File: src/rtl/pipe_ctrl_pkg.sv
// Shared pipeline-control types and constants for the stall/flush scheduler.
// Used by pipeline_stall_scheduler and mdu_occupancy_counter.
package pipe_ctrl_pkg;

   typedef enum logic [1:0] {
      SCHED_RUN      = 2'd0,
      SCHED_MDU_BUSY = 2'd1
   } sched_state_t;

   localparam logic [4:0] REG_ZERO           = 5'd0;
   localparam int         MDU_CYCLES_DEFAULT = 32;

   // A load into $zero never produces a real value, so it can never create a hazard.
   function automatic logic reg_match(input logic [4:0] dst, input logic [4:0] src);
      return (dst != REG_ZERO) && (dst == src);
   endfunction

endpackage

File: src/rtl/mdu_occupancy_counter.sv
// Down-counter that tracks how many EX cycles remain for an in-flight mult/div.
// It holds at zero, and the zero flag marks the final busy cycle.
module mdu_occupancy_counter
   import pipe_ctrl_pkg::*;
#(
   parameter int CNT_W = 8
) (
   input  logic             clk,
   input  logic             rst_n,
   input  logic             load,
   input  logic [CNT_W-1:0] load_value,
   input  logic             enable,
   output logic             zero
);

   logic [CNT_W-1:0] count;

   always_ff @(posedge clk or negedge rst_n) begin
      if (!rst_n) begin
         count <= '0;
      end else if (load) begin
         count <= load_value;
      end else if (enable && (count != '0)) begin
         count <= count - 1'b1;
      end
   end

   assign zero = (count == '0);

endmodule

File: src/rtl/pipeline_stall_scheduler.sv
// Central stall/flush scheduler for the 5-stage MIPS pipeline: branch flush, load-use stall, MDU stall.
// Optional build macro PIPE_SCHED_PERF_CNT_EN adds the stall_cycles/flush_count counters.
module pipeline_stall_scheduler
   import pipe_ctrl_pkg::*;
#(
   parameter int MDU_CYCLES = MDU_CYCLES_DEFAULT,
   parameter int CNT_W      = 8
) (
   input  logic        clk,
   input  logic        rst_n,
   input  logic        ID_EX_MemRead,
   input  logic [4:0]  ID_EX_RtAddr,
   input  logic [4:0]  IF_ID_RsAddr,
   input  logic [4:0]  IF_ID_RtAddr,
   input  logic        IF_ID_UsesRt,
   input  logic        ID_MduStart,
   input  logic        ID_ReadsHiLo,
   input  logic        EX_BranchTaken,
   output logic        PCWrite,
   output logic        IF_ID_Write,
   output logic        IF_ID_Flush,
   output logic        ID_EX_Bubble,
   output logic        mdu_busy,
   output logic [1:0]  sched_state
`ifdef PIPE_SCHED_PERF_CNT_EN
   ,
   output logic [31:0] stall_cycles,
   output logic [31:0] flush_count
`endif
);

   localparam logic [CNT_W-1:0] MDU_LOAD = CNT_W'(MDU_CYCLES - 1);

   sched_state_t state;
   logic         luh;
   logic         mduc;
   logic         mdu_issue;
   logic         cnt_zero;

   assign luh = ID_EX_MemRead &&
                (reg_match(ID_EX_RtAddr, IF_ID_RsAddr) ||
                 (IF_ID_UsesRt && reg_match(ID_EX_RtAddr, IF_ID_RtAddr)));

   assign mduc = (state == SCHED_MDU_BUSY) && (ID_MduStart || ID_ReadsHiLo);

   // A branch squashes the ID instruction, so a squashed mult/div must never start the MDU.
   assign mdu_issue = (state == SCHED_RUN) && ID_MduStart && !EX_BranchTaken && !luh;

   mdu_occupancy_counter #(
      .CNT_W (CNT_W)
   ) u_mdu_cnt (
      .clk        (clk),
      .rst_n      (rst_n),
      .load       (mdu_issue),
      .load_value (MDU_LOAD),
      .enable     (state == SCHED_MDU_BUSY),
      .zero       (cnt_zero)
   );

   always_ff @(posedge clk or negedge rst_n) begin
      if (!rst_n) begin
         state    <= SCHED_RUN;
         mdu_busy <= 1'b0;
      end else begin
         case (state)
            SCHED_RUN: begin
               if (mdu_issue) begin
                  state    <= SCHED_MDU_BUSY;
                  mdu_busy <= 1'b1;
               end
            end
            SCHED_MDU_BUSY: begin
               // The count keeps running through branch flushes; the operation was already issued.
               if (cnt_zero) begin
                  state    <= SCHED_RUN;
                  mdu_busy <= 1'b0;
               end
            end
            default: begin
               state    <= SCHED_RUN;
               mdu_busy <= 1'b0;
            end
         endcase
      end
   end

   assign sched_state = state;

   always_comb begin
      PCWrite      = 1'b1;
      IF_ID_Write  = 1'b1;
      IF_ID_Flush  = 1'b0;
      ID_EX_Bubble = 1'b0;
      if (!rst_n) begin
         PCWrite      = 1'b0;
         IF_ID_Write  = 1'b0;
         IF_ID_Flush  = 1'b1;
         ID_EX_Bubble = 1'b1;
      end else if (EX_BranchTaken) begin
         IF_ID_Flush  = 1'b1;
         ID_EX_Bubble = 1'b1;
      end else if (luh || mduc) begin
         PCWrite      = 1'b0;
         IF_ID_Write  = 1'b0;
         ID_EX_Bubble = 1'b1;
      end
   end

`ifdef PIPE_SCHED_PERF_CNT_EN
   always_ff @(posedge clk or negedge rst_n) begin
      if (!rst_n) begin
         stall_cycles <= '0;
         flush_count  <= '0;
      end else begin
         if (!PCWrite && (stall_cycles != 32'hFFFF_FFFF)) begin
            stall_cycles <= stall_cycles + 32'd1;
         end
         if (IF_ID_Flush && (flush_count != 32'hFFFF_FFFF)) begin
            flush_count <= flush_count + 32'd1;
         end
      end
   end
`endif

endmodule

File: config.mk
export PLATFORM = sky130hd
export DESIGN_NAME = pipeline_stall_scheduler
export DESIGN_NICKNAME = d
export VERILOG_FILES = /design/src/rtl/pipe_ctrl_pkg.sv /design/src/rtl/mdu_occupancy_counter.sv /design/src/rtl/pipeline_stall_scheduler.sv
export SDC_FILE = /design/constraint.sdc
export NUM_CORES = 1
export LEC_CHECK = 0
export BUFFER_PORTS_ARGS = -buffer_cell sky130_fd_sc_hd__buf_2
export CORE_MARGIN = 2
export CORE_UTILIZATION = 43
export CTS_CLUSTER_SIZE = 14
export DETAILED_ROUTE_END_ITERATION = 16
export PLACE_DENSITY = 0.78
export SLEW_MARGIN = 10
export SYNTH_ARGS = -nofsm -noshare
export SYNTH_HDL_FRONTEND = slang
export SYNTH_SLANG_ARGS = --single-unit
export TNS_END_PERCENT = 10
File: constraint.sdc
create_clock -name clk -period 1.8 [get_ports clk]
set_input_delay 0.18 -clock clk [delete_from_list [all_inputs] [get_ports clk]]
set_output_delay 0.18 -clock clk [all_outputs]
set_load 0.01 [all_outputs]
# Yosys cells after proc, flatten, opt, wreduce, memory -nomap -nowiden
# Index checks and enable logic that the tools add are counted.
[word_totals] reg_bits=11 inputBits=22 output_inout_bits=7 word_cells=45
[classes] n_addsub=1 eq_ne=5 muxes=16 n_reduce_logical=20
[op_table] cell="$mux W8" n=2
[op_table] cell="$eq A5 B5 Y1" n=2
[op_table] cell="$mux W1" n=10
[op_table] cell="$logic_and A1 B1 Y1" n=9
[op_table] cell="$logic_not A8 Y1" n=1
[op_table] cell="$reduce_bool A8 Y1" n=1
[op_table] cell="$sub A8 B1 Y8 const B" n=1
[op_table] cell="$reduce_bool A5 Y1" n=1
[op_table] cell="$mux W2" n=2
[op_table] cell="$ne A2 B2 Y1 const B" n=2
[op_table] cell="$pmux W2 S2" n=1
[op_table] cell="$logic_or A1 B1 Y1" n=3
[op_table] cell="$eq A2 B1 Y1 const B" n=1
[op_table] cell="$logic_not A1 Y1" n=2
[op_table] cell="$logic_not A2 Y1" n=1
[op_table] cell="$pmux W1 S2" n=1
[op_table] cell="$reduce_and A2 Y1" n=1
[op_table] cell="$reduce_bool A2 Y1" n=1

# Longest topological paths before layout
[depth] depth_word=9 mapped_depth=6 depth_no_buf=6

# Cells and area by module
# A second synthesis with hierarchy kept.
[unflattened] hier_cells=95 hier_area_um2=785.8
[by_module_without_submodules] module="mdu_occupancy_counter" instances=1 cells_per_inst=58 area_per_inst_um2=528.0 seq_area_each_um2=200.2
[by_module_without_submodules] module="pipeline_stall_scheduler" instances=1 cells_per_inst=37 area_per_inst_um2=257.7 seq_area_each_um2=25.0

# Least setup slack after synthesis
# Ideal clock, no wire load.
[synth_path] kind="reg-to-reg" startpoint="register u_mdu_cnt.count[0]" endpoint="register u_mdu_cnt.count[1]" setup_ns=0.081 arrival_time_ns=1.709 required_time_ns=1.719 slack_ns=0.011 stages_incl_launch_ff=7 path_buffers=0 period_less_slack_ns=1.789 path_cell_list="dfrtp_1 -> inv_1 -> ha_1 -> or4b_4 -> o31ai_4 -> mux2_4 -> o211ai_2"
[synth_via] elab_chain_cells=3 elab_cells_between_ends=6 cone_classes="add/sub: 1; mux: 2; reduce/logical: 3"
[synth_lines] item="start: declaration" line="mdu_occupancy_counter.sv:16" text="logic [CNT_W-1:0] count;"
[synth_lines] item="start signal: assignment" line="mdu_occupancy_counter.sv:22" text="count <= load_value;"
[synth_lines] item="start signal: assignment" line="mdu_occupancy_counter.sv:24" text="count <= count - 1'b1;"
[synth_lines] item="$sub A8 B1 Y8 or $reduce_bool A8 Y1 (tied branches)" line="mdu_occupancy_counter.sv:24, mdu_occupancy_counter.sv:23"
[synth_lines] item="$mux W8 or $logic_and A1 B1 Y1 (tied branches)" line="mdu_occupancy_counter.sv:23" text="end else if (enable && (count != '0)) begin"
[synth_lines] item="$mux W8 or $reduce_bool A2 Y1 (tied branches)"
# Parallel ways exist; a longest one is shown, timed or not. The select of a mux whose other input is x is not followed.
# A chain may end at the register's enable or synchronous reset.

# Worst setup path after layout
[layout_path] startpoint="register u_mdu_cnt.count[1]" endpoint="register u_mdu_cnt.count[1]"
# Same word-level chain as after synthesis.

==> key figures <==
Synthesis
  – Count of cell types in the netlist: 34
  – Count leader, synth: xnor2_1
  – Area leader, netlist: dfrtp_1
  – Post-synthesis sequential area ratio: between 20% and 30%
  – Area contributors post-synth: dfrtp_1 30%, xnor2_1 16%, o211ai_1 6.0%
  – Mean Syn Cell Area: between 9 and 10 µm²
  – Post-synth top flop: dfrtp_1
  – Synthesized area: roughly 760 µm²
  – Post-synth top area share: between 20% and 30%
  – Mapped Nets: about 110
  – Synth top cells by count: 14 x xnor2_1, 9 x dfrtp_1, 7 x nand2_1
  – Seq cells post-synth: 9
  – Synth async-reset ratio: between 90% and 100%
  – Number of enable flip-flop cells after synthesis: 0
  – Synth Warn #: 0
  – Gate Count Post-Synth: 82

Power
  – Power Density: 1290 nW/µm²
  – Sw Ratio: between 30% and 40%
  – Worst VDD drop: 0.000556 V
  – Int Power: slightly below 0.8 mW
  – Pleak: about 0.43 nW
  – Part of the power in registers: a little over 30%
  – Clock share of power: 11.8%
  – Sw power: ~0.52 mW
  – Comb pwr share: between 50% and 60%

Detailed routing
  – DR WL/cell: 13.5 µm
  – DRT Pass-1 Iters: 4
  – DR WL met2: about 950 µm
  – Vias per Instance: 5.61
  – Top layer in use: met4
  – Drt initial violations: 19
  – Final ANT Viol Nets: 0
  – Post-Route WL: 1.86 mm
  – DRT met1 WL: ~730 µm
  – WL met3: around 140 µm
  – # DRC: 0
  – Vias: 769

Final layout
  – Register Area: approximately 230 µm²
  – Area of the multi-input gates: slightly above 500 µm²
  – Syn-to-layout area delta: 33.8%
  – Share of cells above drive strength 1: between 40% and 50%
  – Fill cell count: about 150
  – Net count reported at finish: around 150
  – Antenna cells: 0
  – Design Area, Final: between 1000 and 1500 µm²
  – Final Util: between 50% and 60%

CTS
  – Worst-Skew Late Latency: approximately 260 ps
  – CTS H-tree lvls: 1
  – Clock transition at the registers of the reported paths: ~60 ps
  – Clock root buffer: clkbuf_4
  – Clock buffer depth: 2
  – CTS sink cnt: 9
  – Total CTS buffers: 3
  – CTS tree: yes

Worst setup path
  – Buffers and inverters on the worst path: 1
  – CP max stage cell: or4b_4
  – Startpoint class of the critical path: register
  – Origin of the worst setup path: u_mdu_cnt.count[1]$_DFFE_PN0P_
  – CP required: 1980 ps
  – Slowest stage delay, CP: around 480 ps
  – Top Family by Delay on Critical Path: simple AND/OR/NAND/NOR gates
  – Reg-to-reg setup timing slack: -100 ps
  – CP Capture Type: register
  – Worst r2r src: u_mdu_cnt.count[1]$_DFFE_PN0P_
  – WS Path Type: register to register
  – Crit path max fanout: 3
  – Reg2reg path depth: 6
  – Critical path, cell by cell: inv_2, ha_4, or4b_4, o31ai_4, mux2_4, o211ai_2
  – CP endpoint: u_mdu_cnt.count[1]$_DFFE_PN0P_
  – Worst EP arrival: between 2000 and 2500 ps
  – R2r endpoint: u_mdu_cnt.count[1]$_DFFE_PN0P_
  – Number of stages on the worst setup path: 6

Place
  – Pre-CTS WS: -27.3 ps
  – Final Wtd Congestion: about 0.86
  – IO Port Bufs: 27
  – Hpwl dp: approximately 1.5 mm
  – Post-DP Area: around 940 µm²

Floorplan
  – DIE WIDTH: around 46 µm
  – Die Y: 45.9 µm
  – I/O pin cnt: 29
  – DIE AREA: about 2100 µm²
  – Row cnt: 15
  – Starting density of the core: between 40% and 50%
  – Core Region: ~1700 µm²

STA
  – Max Freq: about 530 MHz
  – Final Hold Viols: 0
  – Max-slew violations: 0
  – Final Skew: 5.75 ps
  – RSZ-0062 raised after global routing: yes
  – Final Setup Violations: 1
  – Final period util: 106%
  – Setup ws final: -101 ps
  – Fin crit period: around 1900 ps
  – Post-route setup TNS: -101 ps

Global routing
  – Congestion Overflow GR: 0
  – Total track usage: a little under a fifth
  – Initial antenna violation count: 0
  – First-pass GRT wire length: 2.89 mm
  – Largest net degree at the start of global routing: 13
  – Vias in the first global route: 711

Flow run
  – Max cap viols: 0

Status
  – Failing checks: setup timing
  – Outcome: complete, but fails checks

Worst hold path
  – Hold Path Class: input port to asynchronous set/reset pin
registers in the layout, indices dropped and copies added, names as in the netlist:
register and count:
mdu_busy 1, u_mdu_cnt.count 8
per-stage QoR:
stage	hold WS, ps	total power, mW	std cells
6_report	319	1.31	137
5_1_grt	340	1.39	137
4_1_cts	316	1.22	135
3_5_place_dp	56.0	1.06	130
3_3_place_gp	53.8	1.03	130
2_1_floorplan	-116	0.829	82
area by class of cell:
class | instances | area share, %
repair buffers | 37 | 21.0
inverters | 3 | 1.11
multi-input cells | 67 | 50.9
flip-flops and latches | 9 | 22.3
well taps | 17 | 2.10
clock buffers | 4 | 2.60
power by group through the flow:
| stage | Sequential, mW | Combinational [mW] | Clock (mW) |
|---|---|---|---|
| floorplan | 0.387 | 0.442 | 0 |
| global placement | 0.394 | 0.634 | 0 |
| detailed placement | 0.403 | 0.658 | 0 |
| CTS | 0.397 | 0.667 | 0.157 |
| global route | 0.414 | 0.811 | 0.169 |
| finish | 0.403 | 0.751 | 0.155 |
metal layers:
layer | vias to the layer above | global-route usage (%)
met5 | - | 0
met4 | 0 | 10.3
met3 | 4 | 1.19
met2 | 40 | 33.6
met1 | 350 | 22.9
li1 | 375 | -
worst min path at each step:
stage | startpoint | end | slack [ps] | depth (start not counted)
finish | rst_n | u_mdu_cnt.count[0]$_DFFE_PN0P_ | 320 | 2
global route | rst_n | u_mdu_cnt.count[1]$_DFFE_PN0P_ | 340 | 2
CTS | rst_n | u_mdu_cnt.count[1]$_DFFE_PN0P_ | 320 | 2
floorplan | rst_n | mdu_busy$_DFFE_PN0P_ | -120 | 0
global placement | rst_n | u_mdu_cnt.count[1]$_DFFE_PN0P_ | 50 | 1
detailed placement | rst_n | u_mdu_cnt.count[1]$_DFFE_PN0P_ | 60 | 1
cell usage in the layout, fill, tap and decap left out, types with 2 or more instances in the layout:
master / n
clkbuf_4: 3
xnor2_1: 14
o21ai_0: 3
nand3_1: 2
dfrtp_1: 9
nand2_1: 7
buf_4: 9
inv_2: 2
a21oi_1: 3
buf_2: 27
a211oi_1: 3
o211ai_1: 6
nor2_1: 4
what timing repair did:
item                                    in CTS  in global routing
endpoints found under the setup margin       1                  2
endpoints found under the hold margin        9                  0
resized for setup                            0                  5
pin swaps                                    0                  3
hold buffers                                 1                  0
setup buffers                                0                  2
kinds of logic (layout without fill, tap and decap cells):
group	after synthesis	after routing	synth area share, %
multiplexers	2	2	3.31
other	1	1	0.496
AND/OR/NAND/NOR	23	23	16.9
buffers and inverters	6	44	4.47
XOR/XNOR	14	14	16.2
flip-flops	9	9	29.8
AO/OA/AOI/OAI	25	25	25.5
adder cells (fa/ha/maj)	2	2	3.31
worst reg2reg max path: stages, from the launching register on:
cell and delay [ps]:
dfrtp_1 390, inv_2 90, ha_4 140, or4b_4 480, o31ai_4 310, mux2_4 340
o211ai_2 70
Note: power is estimated with default switching activity, not from simulation.
